--- config.mk ---
export PLATFORM = sky130hd
export DESIGN_NAME = wb_stage_p
export DESIGN_NICKNAME = d
export VERILOG_FILES = /design/src/rtl/wb_pkg.sv /design/src/rtl/wb_load_align.sv /design/src/rtl/wb_stage_p.sv
export SDC_FILE = /design/constraint.sdc
export NUM_CORES = 1
export LEC_CHECK = 0
export BUFFER_PORTS_ARGS = -buffer_cell sky130_fd_sc_hd__clkbuf_2
export CORE_ASPECT_RATIO = 1.75
export CORE_MARGIN = 5
export CORE_UTILIZATION = 36
export DETAILED_ROUTE_END_ITERATION = 6
export PLACE_DENSITY = 0.71
export SLEW_MARGIN = 20
export SYNTH_ARGS = -nofsm -noshare
export SYNTH_HDL_FRONTEND = slang
export SYNTH_SLANG_ARGS = --single-unit
--- constraint.sdc ---
create_clock -name clk -period 3.2 [get_ports clk]
set_input_delay 0.64 -clock clk [delete_from_list [all_inputs] [get_ports clk]]
set_output_delay 0.64 -clock clk [all_outputs]
set_load 0.03 [all_outputs]
--- src/rtl/wb_pkg.sv ---
// rtl/wb_pkg.sv - shared constants for the RV32 write-back stage
// Purpose: write-back source encodings, load funct3 codes and ctrl_wb bit positions.
// Ports: none (package).
package wb_pkg;

  // Write-back source select, carried in ctrl_wb[2:1]
  localparam logic [1:0] SRC_ALU = 2'b00;
  localparam logic [1:0] SRC_MEM = 2'b01;
  localparam logic [1:0] SRC_PC4 = 2'b10;
  localparam logic [1:0] SRC_ILL = 2'b11;

  // Load funct3 codes
  localparam logic [2:0] F3_LB  = 3'b000;
  localparam logic [2:0] F3_LH  = 3'b001;
  localparam logic [2:0] F3_LW  = 3'b010;
  localparam logic [2:0] F3_LBU = 3'b100;
  localparam logic [2:0] F3_LHU = 3'b101;
  localparam logic [2:0] F3_LWU = 3'b110;

  // ctrl_wb bit positions
  localparam int CTRL_WE_BIT  = 0;
  localparam int CTRL_SRC_LSB = 1;
  localparam int CTRL_SRC_MSB = 2;

endpackage

--- src/rtl/wb_load_align.sv ---
// rtl/wb_load_align.sv - sub-word load extraction and extension
// Purpose: picks the byte/half/word addressed by ld_off_i out of mem_data_i and
//          sign- or zero-extends it to XLEN according to the load funct3.
// Ports:
//   mem_data_i  XLEN  raw memory read data
//   ld_type_i   3     load funct3
//   ld_off_i    2     byte offset within the word
//   data_o      XLEN  aligned, extended load result
//   misalign_o  1     offset not legal for the access size
//   illegal_o   1     funct3 is not a supported load
module wb_load_align
  import wb_pkg::*;
#(
  parameter int XLEN = 32
) (
  input  logic [XLEN-1:0] mem_data_i,
  input  logic [2:0]      ld_type_i,
  input  logic [1:0]      ld_off_i,
  output logic [XLEN-1:0] data_o,
  output logic            misalign_o,
  output logic            illegal_o
);

  logic [7:0]  byte_sel;
  logic [15:0] half_sel;
  logic [31:0] word_sel;

  // Sub-word lanes always come from the low 32 bits
  assign byte_sel = mem_data_i[{ld_off_i, 3'b000} +: 8];
  assign half_sel = mem_data_i[{ld_off_i[1], 4'b0000} +: 16];
  assign word_sel = mem_data_i[31:0];

  always_comb begin
    data_o     = mem_data_i;
    misalign_o = 1'b0;
    illegal_o  = 1'b0;
    case (ld_type_i)
      F3_LB:  data_o = XLEN'($signed(byte_sel));
      F3_LBU: data_o = XLEN'(byte_sel);
      F3_LH: begin
        data_o     = XLEN'($signed(half_sel));
        misalign_o = ld_off_i[0];
      end
      F3_LHU: begin
        data_o     = XLEN'(half_sel);
        misalign_o = ld_off_i[0];
      end
      F3_LW: begin
        data_o     = XLEN'($signed(word_sel));
        misalign_o = (ld_off_i != 2'b00);
      end
      F3_LWU: begin
        // Zero-extending word load only exists on a 64-bit datapath
        if (XLEN == 64) begin
          data_o     = XLEN'(word_sel);
          misalign_o = (ld_off_i != 2'b00);
        end else begin
          illegal_o = 1'b1;
        end
      end
      default: illegal_o = 1'b1;
    endcase
  end

endmodule

--- src/rtl/wb_stage_p.sv ---
// rtl/wb_stage_p.sv - registered RV32 write-back stage
// Purpose: holds one MEM/WB payload under valid/ready, selects the write-back
//          source, drives the register-file write port and WB->EX forwarding,
//          counts retired instructions and flags malformed write-backs.
// Optional feature macro: WB_LOAD_EXT_EN (load alignment/extension and its errors).
// Ports:
//   clk, rst_n                         clock, async active-low reset
//   in_valid / in_ready                MEM-side handshake
//   stall, flush                       downstream hold / discard held entry
//   ctrl_wb, ld_type, ld_off           write-back control and load shape
//   pc4_wb, mem_data, alu_data, rd_wb  candidate results and destination
//   op_write, write_addr, write_data   register-file write port
//   fwd_valid, fwd_addr, fwd_data      forwarding port
//   instret                            retired-instruction counter
//   wb_err                             malformed-retire pulse
module wb_stage_p
  import wb_pkg::*;
#(
  parameter int XLEN    = 32,
  parameter int RADDR_W = 5,
  parameter int CNT_W   = 64
) (
  input  logic               clk,
  input  logic               rst_n,
  input  logic               in_valid,
  output logic               in_ready,
  input  logic               stall,
  input  logic               flush,
  input  logic [2:0]         ctrl_wb,
  input  logic [2:0]         ld_type,
  input  logic [1:0]         ld_off,
  input  logic [XLEN-1:0]    pc4_wb,
  input  logic [XLEN-1:0]    mem_data,
  input  logic [XLEN-1:0]    alu_data,
  input  logic [RADDR_W-1:0] rd_wb,
  output logic               op_write,
  output logic [RADDR_W-1:0] write_addr,
  output logic [XLEN-1:0]    write_data,
  output logic               fwd_valid,
  output logic [RADDR_W-1:0] fwd_addr,
  output logic [XLEN-1:0]    fwd_data,
  output logic [CNT_W-1:0]   instret,
  output logic               wb_err
);

  logic               v_q, v_d;
  logic [2:0]         ctrl_q;
  logic [2:0]         ld_type_q;
  logic [1:0]         ld_off_q;
  logic [XLEN-1:0]    pc4_q, mem_q, alu_q;
  logic [RADDR_W-1:0] rd_q;
  logic [CNT_W-1:0]   instret_q, instret_d;

  logic               accept, retire, err, we;
  logic [1:0]         src;
  logic [XLEN-1:0]    load_data;
  logic               load_err;

  assign in_ready = !v_q || !stall;
  // Flush drops both the held entry and anything offered in the same cycle
  assign accept   = in_valid && in_ready && !flush;
  assign retire   = v_q && !stall && !flush;

  assign src = ctrl_q[CTRL_SRC_MSB:CTRL_SRC_LSB];
  assign we  = ctrl_q[CTRL_WE_BIT] && (rd_q != '0);

`ifdef WB_LOAD_EXT_EN
  logic ld_misalign, ld_illegal;

  wb_load_align #(.XLEN(XLEN)) u_load_align (
    .mem_data_i (mem_q),
    .ld_type_i  (ld_type_q),
    .ld_off_i   (ld_off_q),
    .data_o     (load_data),
    .misalign_o (ld_misalign),
    .illegal_o  (ld_illegal)
  );
  assign load_err = (src == SRC_MEM) && (ld_misalign || ld_illegal);
`else
  logic unused_ld;
  assign unused_ld = ^{ld_type_q, ld_off_q};
  assign load_data = mem_q;
  assign load_err  = 1'b0;
`endif

  assign err = (src == SRC_ILL) || load_err;

  always_comb begin
    write_data = alu_q;
    case (src)
      SRC_MEM: write_data = load_data;
      SRC_PC4: write_data = pc4_q;
      default: write_data = alu_q;
    endcase
  end

  assign write_addr = rd_q;
  assign op_write   = retire && we && !err;
  assign wb_err     = retire && err;

  assign fwd_valid  = v_q && we;
  assign fwd_addr   = rd_q;
  assign fwd_data   = write_data;
  assign instret    = instret_q;

  always_comb begin
    v_d = v_q;
    if (flush)       v_d = 1'b0;
    else if (accept) v_d = 1'b1;
    else if (retire) v_d = 1'b0;
    instret_d = retire ? instret_q + CNT_W'(1) : instret_q;
  end

  always_ff @(posedge clk or negedge rst_n) begin
    if (!rst_n) begin
      v_q       <= 1'b0;
      ctrl_q    <= '0;
      ld_type_q <= '0;
      ld_off_q  <= '0;
      pc4_q     <= '0;
      mem_q     <= '0;
      alu_q     <= '0;
      rd_q      <= '0;
      instret_q <= '0;
    end else begin
      v_q       <= v_d;
      instret_q <= instret_d;
      if (accept) begin
        ctrl_q    <= ctrl_wb;
        ld_type_q <= ld_type;
        ld_off_q  <= ld_off;
        pc4_q     <= pc4_wb;
        mem_q     <= mem_data;
        alu_q     <= alu_data;
        rd_q      <= rd_wb;
      end
    end
  end

endmodule

After elaboration in Yosys (flattened, before gate mapping):

Index checks and enable logic that the tools add are counted.

* logic and storage cells: 31
* output and inout port bits: 142
* bits of input ports: 114
* flip-flop bits (word level): 169

* reductions and logical operators: 16
* eq/ne operators: 3
* multiplexer cells: 4
* add/subtract/negate cells: 1

Operator list (number)
* 64-bit by 1-bit adder with 64-bit output (second input constant): 1
* 32-bit case mux with 2 select lines: 1
* 1-bit logical AND: 9
* 5-bit nonzero test: 1
* 2-bit == test (second input constant): 2
* 1-bit logical NOT: 4
* 1-bit two-way mux: 3
* 3-bit nonzero test: 1
* 2-bit by 1-bit == test with 1-bit output (second input constant): 1
* 1-bit logical OR: 1

Logic depth before layout (Yosys ltp):

* word-level depth: 6
* mapped depth: 8
* mapped depth without buffers: 6

Worst setup path before layout:

OpenSTA, ideal clock, no wires.

* path kind: register to output
* start point: register ctrl_q[1]
* end point: output port write_data[0]
* arrival: 2.097 ns
* path slack: 0.463 ns
* stages on the path, launching flop included: 7
* required time: 2.560 ns
* path buffers: 3
* path through: dfrtp_1 inv_1 ha_1 clkbuf_1 clkbuf_1 o21ai_0 buf_4

* cells in the longest elaborated chain, start to end: 2

RTL lines
* start: declaration: RTL line wb_stage_p.sv:47 `logic [2:0] ctrl_q;`
* start signal: assignment: RTL line wb_stage_p.sv:129 `ctrl_q <= ctrl_wb;`
* 2-bit == test or 2-bit by 1-bit == test with 1-bit output (tied branches): RTL line wb_stage_p.sv:90 `case (src)`
* 32-bit case mux with 2 select lines (*): RTL line wb_stage_p.sv:90
* end: declaration: RTL line wb_stage_p.sv:38 `output logic [XLEN-1:0] write_data,`

Every way passes the cells marked *; elsewhere a longest branch is shown, timed or not.

Worst setup path in the final report:

* start point: register ctrl_q[1]
* end point: output port fwd_data[30]

* cells in the longest elaborated chain, start to end: 2

RTL lines
* 2-bit == test or 2-bit by 1-bit == test with 1-bit output (tied branches): RTL line wb_stage_p.sv:90
* 32-bit case mux with 2 select lines (*): RTL line wb_stage_p.sv:90
* end: declaration: RTL line wb_stage_p.sv:41 `output logic [XLEN-1:0] fwd_data,`

Marked as above.

==> impl_metrics.toml <==
[setup_path]
end_kind = "output port"
worstPathCellList = "inv_1 > ha_2 > buf_12 > nand2_1 > o21ai_0 > clkbuf_2"
cpPeakStageDelay_ns = 0.53
cp.required_ns = 2.56
crit_path_start_kind = "flop"
arrival_ns = 2.19
critical_path_class = "flop to output port"
worstPathMaxFanout = 47
slowest_stage = "ha_2"

[cts]
cts.sinks = 169
cts_hold_buf = 0
numCtsBuffers = 17
cts_buffer_depth = 2
clock-root-buffer = "clkbuf_16"
cts_tree = "done"
clk_pin_slew_ns = 0.06
clkLatencyLatePin_ns = 0.42
htree_num_levels = 4
postCtsSetupRepairBufs = 0
postCtsResizedCells = 0

[routing]
drtIter0Drc = 276
viasPerCell = 4.908
finalWirelength_microns = 19520
wire_per_inst_microns = 16.48
ant_nets = 0
dr.pass1.iters = 4
drc = 0
vias = 5816

[timing]
setup_tns_ns = 0
hold-worst-slack_ns = 0.08115
timing.final.crit_share_pct = 88.38
relSlewSlack_pct = 58.19
drv_slew = 0
finalHoldViolCount = 0
clock_skew_ns = 0.009296
tightest_slew_ns = 0.6214
rsz0062_at_grt = "false"
setup_violations = 0
achievable-frequency_ghz = 0.3536
finalCriticalPeriod_ns = 2.828

[place]
port_buffers = 250
dp_cells = 1155
gp_congestion = 0.8105
hpwlAfterDp_microns = 14510

[floorplanning]
boundaryPins = 256
rows = 71
start_util_pct = 36.49
core_region_area_sq_mm = 0.02141
die_width_microns = 121.4
fp.dieArea_sq_mm = 0.02486
die_h_microns = 204.9

[grt]
overflow = 0
grt_max_degree = 105
grt_first_pass_wirelength_microns = 31020
grt_pass1_vias = 6058
antenna_found_initial = 0
track_usage_pct = 15.76

[yosys]
seq_area_frac_synth_pct = 54.13
syn-cell-area_sq_mm = 0.007812
synth_fa_ha_area_share_pct = 0.6406
synth.distinct_cells = 35
synth.area.mux_share_pct = 15.13
synth_compound_area_share_pct = 5.253
syn_inst = 668
synth-xor-area-share_pct = 7.063
synth_nets = 786
synth_top_family_by_area = "multiplexers"
syn_avg_cell_area_sq_um = 11.70
yosysWarnings = 0
synth-seq-cells = 169
synthSimpleGateAreaFrac_pct = 12.19

[layout]
layout.nets = 1000
finalNonFillerCells = 1185
area_growth_pct = 25.16
drive_gt1_share_pct = 44.79
antennaDiodeCount = 0
finish.utilization_pct = 45.67

[pwr]
ir_drop_mv = 0.2955
p_leak_nw = 4.726
power.density_mw_per_mm2 = 661.3

[worst_hold_path]
worstHoldPathType = "input port to asynchronous set/reset pin"

[job]
maxCapViolations = 0

[outcome]
status = "finished clean"
## where the power goes
group          leakage, nW  switching, W  internal [W]
combinational         2.34       0.00126      0.000607
sequential            2.10      0.000154       0.00239
clock                0.284      0.000812       0.00125
total                 4.73       0.00223       0.00424
## sequential cells by signal (all words and copies together), names as in the netlist
name	count
alu_q	32
ctrl_q	3
fwd_addr	5
instret	64
load_data	32
pc4_q	32
v_q	1
## kinds of logic (layout without fill, tap and decap cells)
logic type,Yosys count,in the layout
AND/OR/NAND/NOR,184,184
adder cells (fa/ha/maj),4,4
XOR/XNOR,63,63
multiplexers,105,105
flip-flops,169,169
buffers and inverters,77,302
AO/OA/AOI/OAI,66,66
## Yosys cell counts (all sizes together)
cell    instances  share of area (%)
nand3b          1              0.096
or4b            1               0.13
dfrtp         169                 54
and2            2               0.16
nor3           13               0.83
mux2          105                 15
nor4           14                1.4
and4bb          1               0.16
xor2           34                3.8
clkbuf         23                1.1
or3b            2               0.22
nand4          18                1.4
or4             2               0.19
ha              4               0.64
or2             1              0.080
nand2          61                2.9
a21oi           1              0.064
o21ai          33                2.1
a22oi          32                3.1
inv            11               0.53
and4            4               0.45
nor4b           3               0.42
nor2           25                1.2
and3            5               0.40
or3             2               0.16
xnor2          29                3.3
nor3b           2               0.19
nand3          27                1.7
buf            43                4.0
## layout make-up
type	instances	area (sq um)
fillers	2029	11630
flip-flops and latches	169	4229
multi-input cells	422	3149
repair buffers	261	1403
clock buffers	24	501.7
well taps	292	365.4
clock inverters	6	88.84
inverters	11	41.29
## critical path: cells and delay by family, from the launching register on
kind / cells / cell delay, ns
AOI/OAI and AO/OA: 1 / 0.14
adders and majority gates: 1 / 0.53
buffers and inverters: 3 / 0.59
DFF: 1 / 0.41
and+or+nand+nor: 1 / 0.07
## metal layers
layer	GRT usage, %	share of wire, %
met3	3.895	5.4
met4	5.729	2.2
met2	29.12	55
met1	17.18	37
met5	0	0
## metrics by stage
| step | total power (W) | setup WS (ns) | area [sq um] |
|---|---|---|---|
| floorplan | 0.004048 | 0.4627 | 7812 |
| global placement | 0.004439 | 0.2640 | 9188 |
| detailed placement | 0.004479 | 0.1953 | 9188 |
| CTS | 0.006569 | 0.3198 | 9778 |
| global route | 0.006782 | 0.2004 | 9778 |
| finish | 0.006466 | 0.3720 | 9778 |
## layout by cell type, fill, tap and decap left out, types with 2 or more instances in the layout
master,Yosys,routed
clkbuf_1,23,2
bufinv_16,0,2
nand3_1,27,27
and2_1,2,2
clkinvlp_4,0,2
a22oi_1,32,32
dfrtp_1,169,169
nor3b_1,2,2
nand4_1,18,18
nand2_1,61,61
or4_1,2,2
buf_12,0,5
nor2_1,25,25
clkbuf_16,0,17
xnor2_1,29,29
mux2_2,105,105
inv_1,11,11
nor3_1,13,13
and4_1,4,4
nor4_1,12,12
or3b_1,2,2
clkbuf_8,0,5
and3_1,5,5
o21ai_0,33,33
clkbuf_2,0,249
ha_1,4,3
nor4b_1,2,2
buf_4,37,6
or3_1,2,2
xor2_1,34,34
## final timing paths
kind | startpoint | to | slack, ns | depth (start not counted)
setup / recovery | ctrl_q[1] | fwd_data[30] | 0.37 | 6
hold / removal | rst_n | alu_q[7] | 0.08 | 1
setup reg to reg | v_q | instret[49] | 0.58 | 5
hold reg to reg | instret[63] | instret[63] | 0.49 | 1
max in group asynchronous | rst_n | instret[41] | 2.38 | 2
min in group clk | flush | v_q | 0.40 | 2
Note: power is estimated with default switching activity, not from simulation.
